===== config.mk =====
export PLATFORM = sky130hd
export DESIGN_NAME = serial_word_collector
export DESIGN_NICKNAME = d
export VERILOG_FILES = /design/src/rtl/serial_word_collector_pkg.sv /design/src/rtl/word_hold_reg.sv /design/src/rtl/serial_word_collector.sv
export SDC_FILE = /design/constraint.sdc
export NUM_CORES = 1
export LEC_CHECK = 0
export ABC_AREA = 0
export BUFFER_PORTS_ARGS = -buffer_cell sky130_fd_sc_hd__buf_2
export CAP_MARGIN = 20
export CORE_MARGIN = 5
export CORE_UTILIZATION = 52
export DETAILED_ROUTE_END_ITERATION = 10
export PLACE_DENSITY = 0.88
export REMOVE_ABC_BUFFERS = 1
export SLEW_MARGIN = 20
export SYNTH_ARGS = -nofsm -noshare
export SYNTH_HDL_FRONTEND = slang
export SYNTH_SLANG_ARGS = --single-unit

===== constraint.sdc =====
create_clock -name clk -period 1.9 [get_ports clk]
set_input_delay 0.285 -clock clk [delete_from_list [all_inputs] [get_ports clk]]
set_output_delay 0.285 -clock clk [all_outputs]
set_load 0.02 [all_outputs]

===== src/rtl/serial_word_collector_pkg.sv =====
// Shared definitions for the serial word collector and the upstream
// shift register: direction encoding and collector FSM states.
package serial_word_collector_pkg;

   localparam logic DIR_LEFT  = 1'b0;
   localparam logic DIR_RIGHT = 1'b1;

   typedef enum logic {
      ST_IDLE    = 1'b0,
      ST_COLLECT = 1'b1
   } state_t;

endpackage


===== src/rtl/word_hold_reg.sv =====
// One-deep valid/ready holding register. A load that arrives while
// the register is full and not draining is refused and reported on drop.
module word_hold_reg #(
   parameter int N = 8
) (
   input  logic         clk,
   input  logic         asyn_clr,
   input  logic         load,
   input  logic [N-1:0] din,
   input  logic         ready,
   output logic [N-1:0] dout,
   output logic         valid,
   output logic         drop
);

   logic [N-1:0] r_dout;
   logic         r_valid;
   logic         w_take;

   assign w_take = load & (~r_valid | ready);

   always_ff @(posedge clk or negedge asyn_clr) begin
      if (!asyn_clr) begin
         r_dout  <= '0;
         r_valid <= 1'b0;
      end else if (w_take) begin
         r_dout  <= din;
         r_valid <= 1'b1;
      end else if (r_valid & ready) begin
         r_valid <= 1'b0;
      end
   end

   assign dout  = r_dout;
   assign valid = r_valid;
   assign drop  = load & r_valid & ~ready;

endmodule


===== src/rtl/serial_word_collector.sv =====
// Assembles N-bit words from the serial bit leaving a bidirectional
// shift register; bit order follows the latched shift direction.
module serial_word_collector
   import serial_word_collector_pkg::*;
#(
   parameter  int N  = 8,
   localparam int CW = $clog2(N + 1)
) (
   input  logic          clk,
   input  logic          asyn_clr,
   input  logic          ser_en,
   input  logic          ser_dir,
   input  logic          ser_in_l,
   input  logic          ser_in_r,
   input  logic          abort,
   output logic [N-1:0]  word_out,
   output logic          word_valid,
   input  logic          word_ready,
   output logic [CW-1:0] bit_cnt,
   output logic          overflow,
   output logic          dir_err,
   input  logic          clr_ovf
);

   state_t        r_state, w_state_nxt;
   logic [CW-1:0] r_cnt, w_cnt_nxt;
   logic [N-1:0]  r_acc, w_acc_nxt;
   logic          r_dir, w_dir_nxt;
   logic          r_dir_err, w_dir_err_nxt;
   logic          r_ovf;
   logic          w_bit;
   logic [N-1:0]  w_shift;
   logic          w_load;
   logic          w_drop;

   assign w_bit   = (ser_dir == DIR_RIGHT) ? ser_in_r : ser_in_l;
   assign w_shift = (ser_dir == DIR_RIGHT) ? {r_acc[N-2:0], w_bit}
                                           : {w_bit, r_acc[N-1:1]};

   always_ff @(posedge clk or negedge asyn_clr) begin
      if (!asyn_clr) begin
         r_state   <= ST_IDLE;
         r_cnt     <= '0;
         r_acc     <= '0;
         r_dir     <= DIR_LEFT;
         r_dir_err <= 1'b0;
      end else begin
         r_state   <= w_state_nxt;
         r_cnt     <= w_cnt_nxt;
         r_acc     <= w_acc_nxt;
         r_dir     <= w_dir_nxt;
         r_dir_err <= w_dir_err_nxt;
      end
   end

   always_comb begin
      w_state_nxt   = r_state;
      w_cnt_nxt     = r_cnt;
      w_acc_nxt     = r_acc;
      w_dir_nxt     = r_dir;
      w_dir_err_nxt = 1'b0;
      w_load        = 1'b0;
      if (abort) begin
         w_state_nxt = ST_IDLE;
         w_cnt_nxt   = '0;
      end else if (ser_en) begin
         unique case (r_state)
            ST_IDLE: begin
               w_dir_nxt   = ser_dir;
               w_acc_nxt   = w_shift;
               w_cnt_nxt   = CW'(1);
               w_state_nxt = ST_COLLECT;
            end
            ST_COLLECT: begin
               if (ser_dir != r_dir) begin
                  w_dir_err_nxt = 1'b1;
                  w_cnt_nxt     = '0;
                  w_state_nxt   = ST_IDLE;
               end else begin
                  w_acc_nxt = w_shift;
                  if (r_cnt == CW'(N - 1)) begin
                     w_load      = 1'b1;
                     w_cnt_nxt   = '0;
                     w_state_nxt = ST_IDLE;
                  end else begin
                     w_cnt_nxt = r_cnt + CW'(1);
                  end
               end
            end
         endcase
      end
   end

   // the completing bit is folded in here so the word lands one cycle later
   word_hold_reg #(
      .N(N)
   ) u_hold (
      .clk      (clk),
      .asyn_clr (asyn_clr),
      .load     (w_load),
      .din      (w_shift),
      .ready    (word_ready),
      .dout     (word_out),
      .valid    (word_valid),
      .drop     (w_drop)
   );

   always_ff @(posedge clk or negedge asyn_clr) begin
      if (!asyn_clr) begin
         r_ovf <= 1'b0;
      end else if (w_drop) begin
         r_ovf <= 1'b1;
      end else if (clr_ovf) begin
         r_ovf <= 1'b0;
      end
   end

   assign bit_cnt  = r_cnt;
   assign overflow = r_ovf;
   assign dir_err  = r_dir_err;

endmodule


Word-level counts from Yosys, hierarchy flattened --
Index checks and enable logic that the tools add are counted.
Operators by class: add/subtract/negate cells 1, multipliers 0, divide/modulo/power cells 0, magnitude comparators 0, equality and inequality tests 3, shift operators 0, multiplexer cells 27, bitwise gates (word level) 9, reductions and logical operators 5
Operators with widths (number):
- $mux W1 | 18
- $mux W4 | 4
- $mux W8 | 2
- $pmux W8 S2 | 1
- $pmux W4 S2 | 1
- $reduce_and A3 Y1 | 2
- $reduce_bool A2 Y1 | 3
- $add A4 B1 Y4 const B | 1
- $and A1 B1 Y1 | 4
- $eq A4 B3 Y1 const B | 1
- $not A1 Y1 | 4
- $ne A2 B2 Y1 const B | 1
- $pmux W1 S2 | 1
- $ne A1 B1 Y1 | 1
- $or A1 B1 Y1 | 1
Word-level totals: flip-flop bits (word level) 25, bits in latches 0, bits in writable memories 0, ROM bits 0, output and inout port bits 15, word-level logic and storage cells 53, memories 0

Logic depth before layout (Yosys ltp) --
depth after elaboration 9, depth in mapped cells 4, mapped depth without buffers 4

Hierarchy --
A second synthesis with hierarchy kept.
Unflattened totals: cells, all modules 92, area, all modules 1261.2 um^2
Modules (own cells, without submodules):
- serial_word_collector | times used 1, cells each 70, area an instance 879.6 um^2, seq. area each 400.4 um^2
- word_hold_reg | times used 1, cells each 22, area an instance 381.6 um^2, seq. area each 225.2 um^2

Worst setup path after synthesis --
Ideal clock, no wire load.
path kind register to register, start point reg r_cnt[0], in the netlist bit_cnt[0], end point reg u_hold.r_dout[0], in the netlist u_hold.dout[0], library setup time 125 ps, data arrival time 1691 ps, slack 85 ps, cell stages (with the launch flop) 5, clock period less this slack 1815 ps, cells stage by stage dfrtp_1 -> ha_1 -> nand3b_1 -> nor4b_4 -> mux2_2
On the way: cells in the longest elaborated chain, start to end 7
RTL lines:
- start: declaration | RTL line serial_word_collector.sv:26 | logic [CW-1:0] r_cnt, w_cnt_nxt;
- start signal: assignment | RTL line serial_word_collector.sv:49 | r_cnt <= w_cnt_nxt;
- $eq A4 B3 Y1 | RTL line serial_word_collector.sv:81 | if (r_cnt == CW'(N - 1)) begin
- $mux W1 | RTL line serial_word_collector.sv:81
- $mux W1 | RTL line serial_word_collector.sv:75 | if (ser_dir != r_dir) begin
- $mux W1 | RTL line serial_word_collector.sv:67 | unique case (r_state)
- $mux W1 | RTL line serial_word_collector.sv:66 | end else if (ser_en) begin
- $mux W1 | RTL line serial_word_collector.sv:63 | if (abort) begin
- $and A1 B1 Y1 | RTL line word_hold_reg.sv:20 | assign w_take = load & (~r_valid | ready);
- end signal: assignment | RTL line word_hold_reg.sv:27 | r_dout <= din;
- end: declaration | RTL line word_hold_reg.sv:16 | logic [N-1:0] r_dout;
Every way passes these cells. A chain may end at the register's enable or synchronous reset.

Final worst setup path --
Ends and elaborated chain as after synthesis.

==> impl_metrics.toml <==
[power]
peakVddDrop_mv = 0.562
power.leakage_uw = 0.000716
power_density_nw_per_um2 = 857
total_power_uw = 1170

[sta]
period_minus_slack_ns = 1.74
finalHoldViolations = 0
max_freq_mhz = 574
rsz0062_at_grt = "no"
worst_slew_pin_slew_ns = 0.567
tns_ns = 0
finClkSkew_ns = 0.00716
setup_violations = 0
max-slew-margin-rel_pct = 62.1
drv_slew = 0
min_period_over_period_pct = 91.7

[clock_network]
cts_resized = 0
cts_tree = "yes"
clock-root-buffer = "clkbuf_4"
htree_levels = 1
cts_sinks = 25
clkTransAtPathRegs_ns = 0.13
clkLatencyLatePin_ns = 0.31
numCtsBuffers = 3
cts_buffer_depth = 2

[hold_path]
hp-class = "in -> reg"
holdPathStages = 2

[die]
ioPinCount = 24
row_count = 17
initial_utilization_pct = 53.6
dieArea_um2 = 3280
core_um2 = 2170
die_h_um = 57.3
die_w_um = 57.3

[drt]
wl_per_cell_um = 14.5
ant_nets = 0
vias_per_cell = 5.42
vias = 781
drc = 0
first_pass_iters = 4
routed_wl_um = 2090
first_iter_violations = 14

[cells_and_area]
syn_to_final_growth_pct = 17.2
n_antenna_cell = 0
fin_nets = 127
drive_gt1_share_pct = 48.3
final_cell_area_um2 = 1360

[yosys]
synth.distinct_cells = 28
synth-edff-count = 0
synthArstFlopShare_pct = 100
synth-seq-cells = 25
yosys_warnings = 0
syn_inst = 87
avgSynthCellArea_um2 = 13.4
synth_ff_type = "dfrtp_1"
synth_area_um2 = 1160
yosysSeqAreaShare_pct = 53.8

[grt]
antenna_found_initial = 0
grt_pass1_wl_um = 3680
grt.total_usage_pct = 14.1
grt_max_degree = 26
grt_pass1_vias = 818
grt-ovfl-total = 0

[critical_path]
crit_start = "bit_cnt[0]$_DFFE_PN0P_"
r2r_slack_ns = 0.16
rr_worst_depth = 5
endpoint_kind = "flip-flop"
r2r-end = "u_hold.dout[0]$_DFFE_PN0P_"
cp-endpoint = "u_hold.dout[0]$_DFFE_PN0P_"
rr_startpoint = "bit_cnt[0]$_DFFE_PN0P_"
crit_type = "reg -> reg"
path_max_fanout = 8
crit_required_ns = 2.10
worst_setup_path_start_kind = "flip-flop"
crit_arrival_ns = 1.94

[place]
dp_hpwl_um = 1530
placed_area_um2 = 1320
routabilityCongestion = 0.774
io_buffers = 23

[flow_run]
drv_cap = 0

[status]
outcome = "complete, no violations"
where the power goes:
group	switching [µW]	internal, µW	total [µW]
Clock	143	81.9	224
Sequential	67.2	619	686
Combinational	109	148	258
Total	319	850	1170
flip-flops by register name (all words and copies together) (netlist names):
name	count
bit_cnt	4
dir_err	1
overflow	1
r_acc	8
r_dir	1
r_state	1
u_hold.dout	8
u_hold.valid	1
metrics by stage:
stage / utilization (%) / instances / hold slack [ns] / worst slack [ns]
after global placement: 60.8 / 138 / 0.293 / 0.252
after global routing: 62.9 / 144 / 0.155 / 0.0616
after detailed placement: 60.8 / 138 / 0.299 / 0.148
after CTS: 62.5 / 143 / 0.144 / 0.119
after floorplan: - / 85 / -0.0106 / 0.0848
final: 62.9 / 144 / 0.161 / 0.157
layer usage:
metal	share of wire [%]	GRT usage (%)
met5	0	0
met4	0.67	4.97
met1	43	18.6
met3	6.6	2.94
met2	50	23.0
layout make-up:
class	count	area, µm²
inverters	2	7.51
flip-flops and latches	25	626
fillers	199	806
repair buffers	27	148
clock buffers	4	26.3
multi-input cells	58	522
well taps	28	35.0
cell usage in the layout (no fill, tap or decap), types with 3 or more instances in the layout:
| cell | n |
|---|---|
| nor2_1 | 6 |
| nand2b_1 | 3 |
| buf_2 | 23 |
| dfrtp_1 | 25 |
| mux2_2 | 24 |
| clkbuf_4 | 3 |
| buf_4 | 3 |
repair_timing:
item | 4_1_cts | 5_1_grt
hold buffers | 1 | 0
setup buffers | 0 | 1
endpoints found under the setup margin | 0 | 6
endpoints found under the hold margin | 25 | 0
worst min path at each step:
stage,start,end
final,clr_ovf,overflow$_DFFE_PN0P_
after CTS,clr_ovf,overflow$_DFFE_PN0P_
after floorplan,asyn_clr,bit_cnt[0]$_DFFE_PN0P_
after global routing,clr_ovf,overflow$_DFFE_PN0P_
after detailed placement,asyn_clr,bit_cnt[2]$_DFFE_PN0P_
after global placement,asyn_clr,dir_err$_DFF_PN0_
synth_stat cells (all sizes together) (2+ instances only):
cell | count | area share, %
a21oi | 3 | 1.6
a22o | 2 | 1.5
dfrtp | 25 | 54
inv | 2 | 0.65
mux2 | 25 | 24
nand2 | 2 | 0.65
nand2b | 3 | 1.6
nand3b | 2 | 2.4
nor2 | 6 | 1.9
nor3 | 2 | 0.86
logic make-up (layout without fill, tap and decap cells):
logic type,Yosys count,count (layout),synth area share (%)
muxes,25,25,24.2
buffers and inverters,4,33,1.40
DFF,25,25,53.8
adders and majority gates,1,1,1.08
and+or+nand+nor,21,21,12.5
xor gates and xnor gates,2,2,1.51
AOI/OAI and AO/OA,9,9,5.59
critical path: stages (launching register included):
cell and delay (ns):
dfrtp_1 0.43, ha_1 0.24, nand3b_1 0.17, nor4b_4 0.24, buf_4 0.21, mux2_2 0.34
Power figures use the tool's default switching activity.
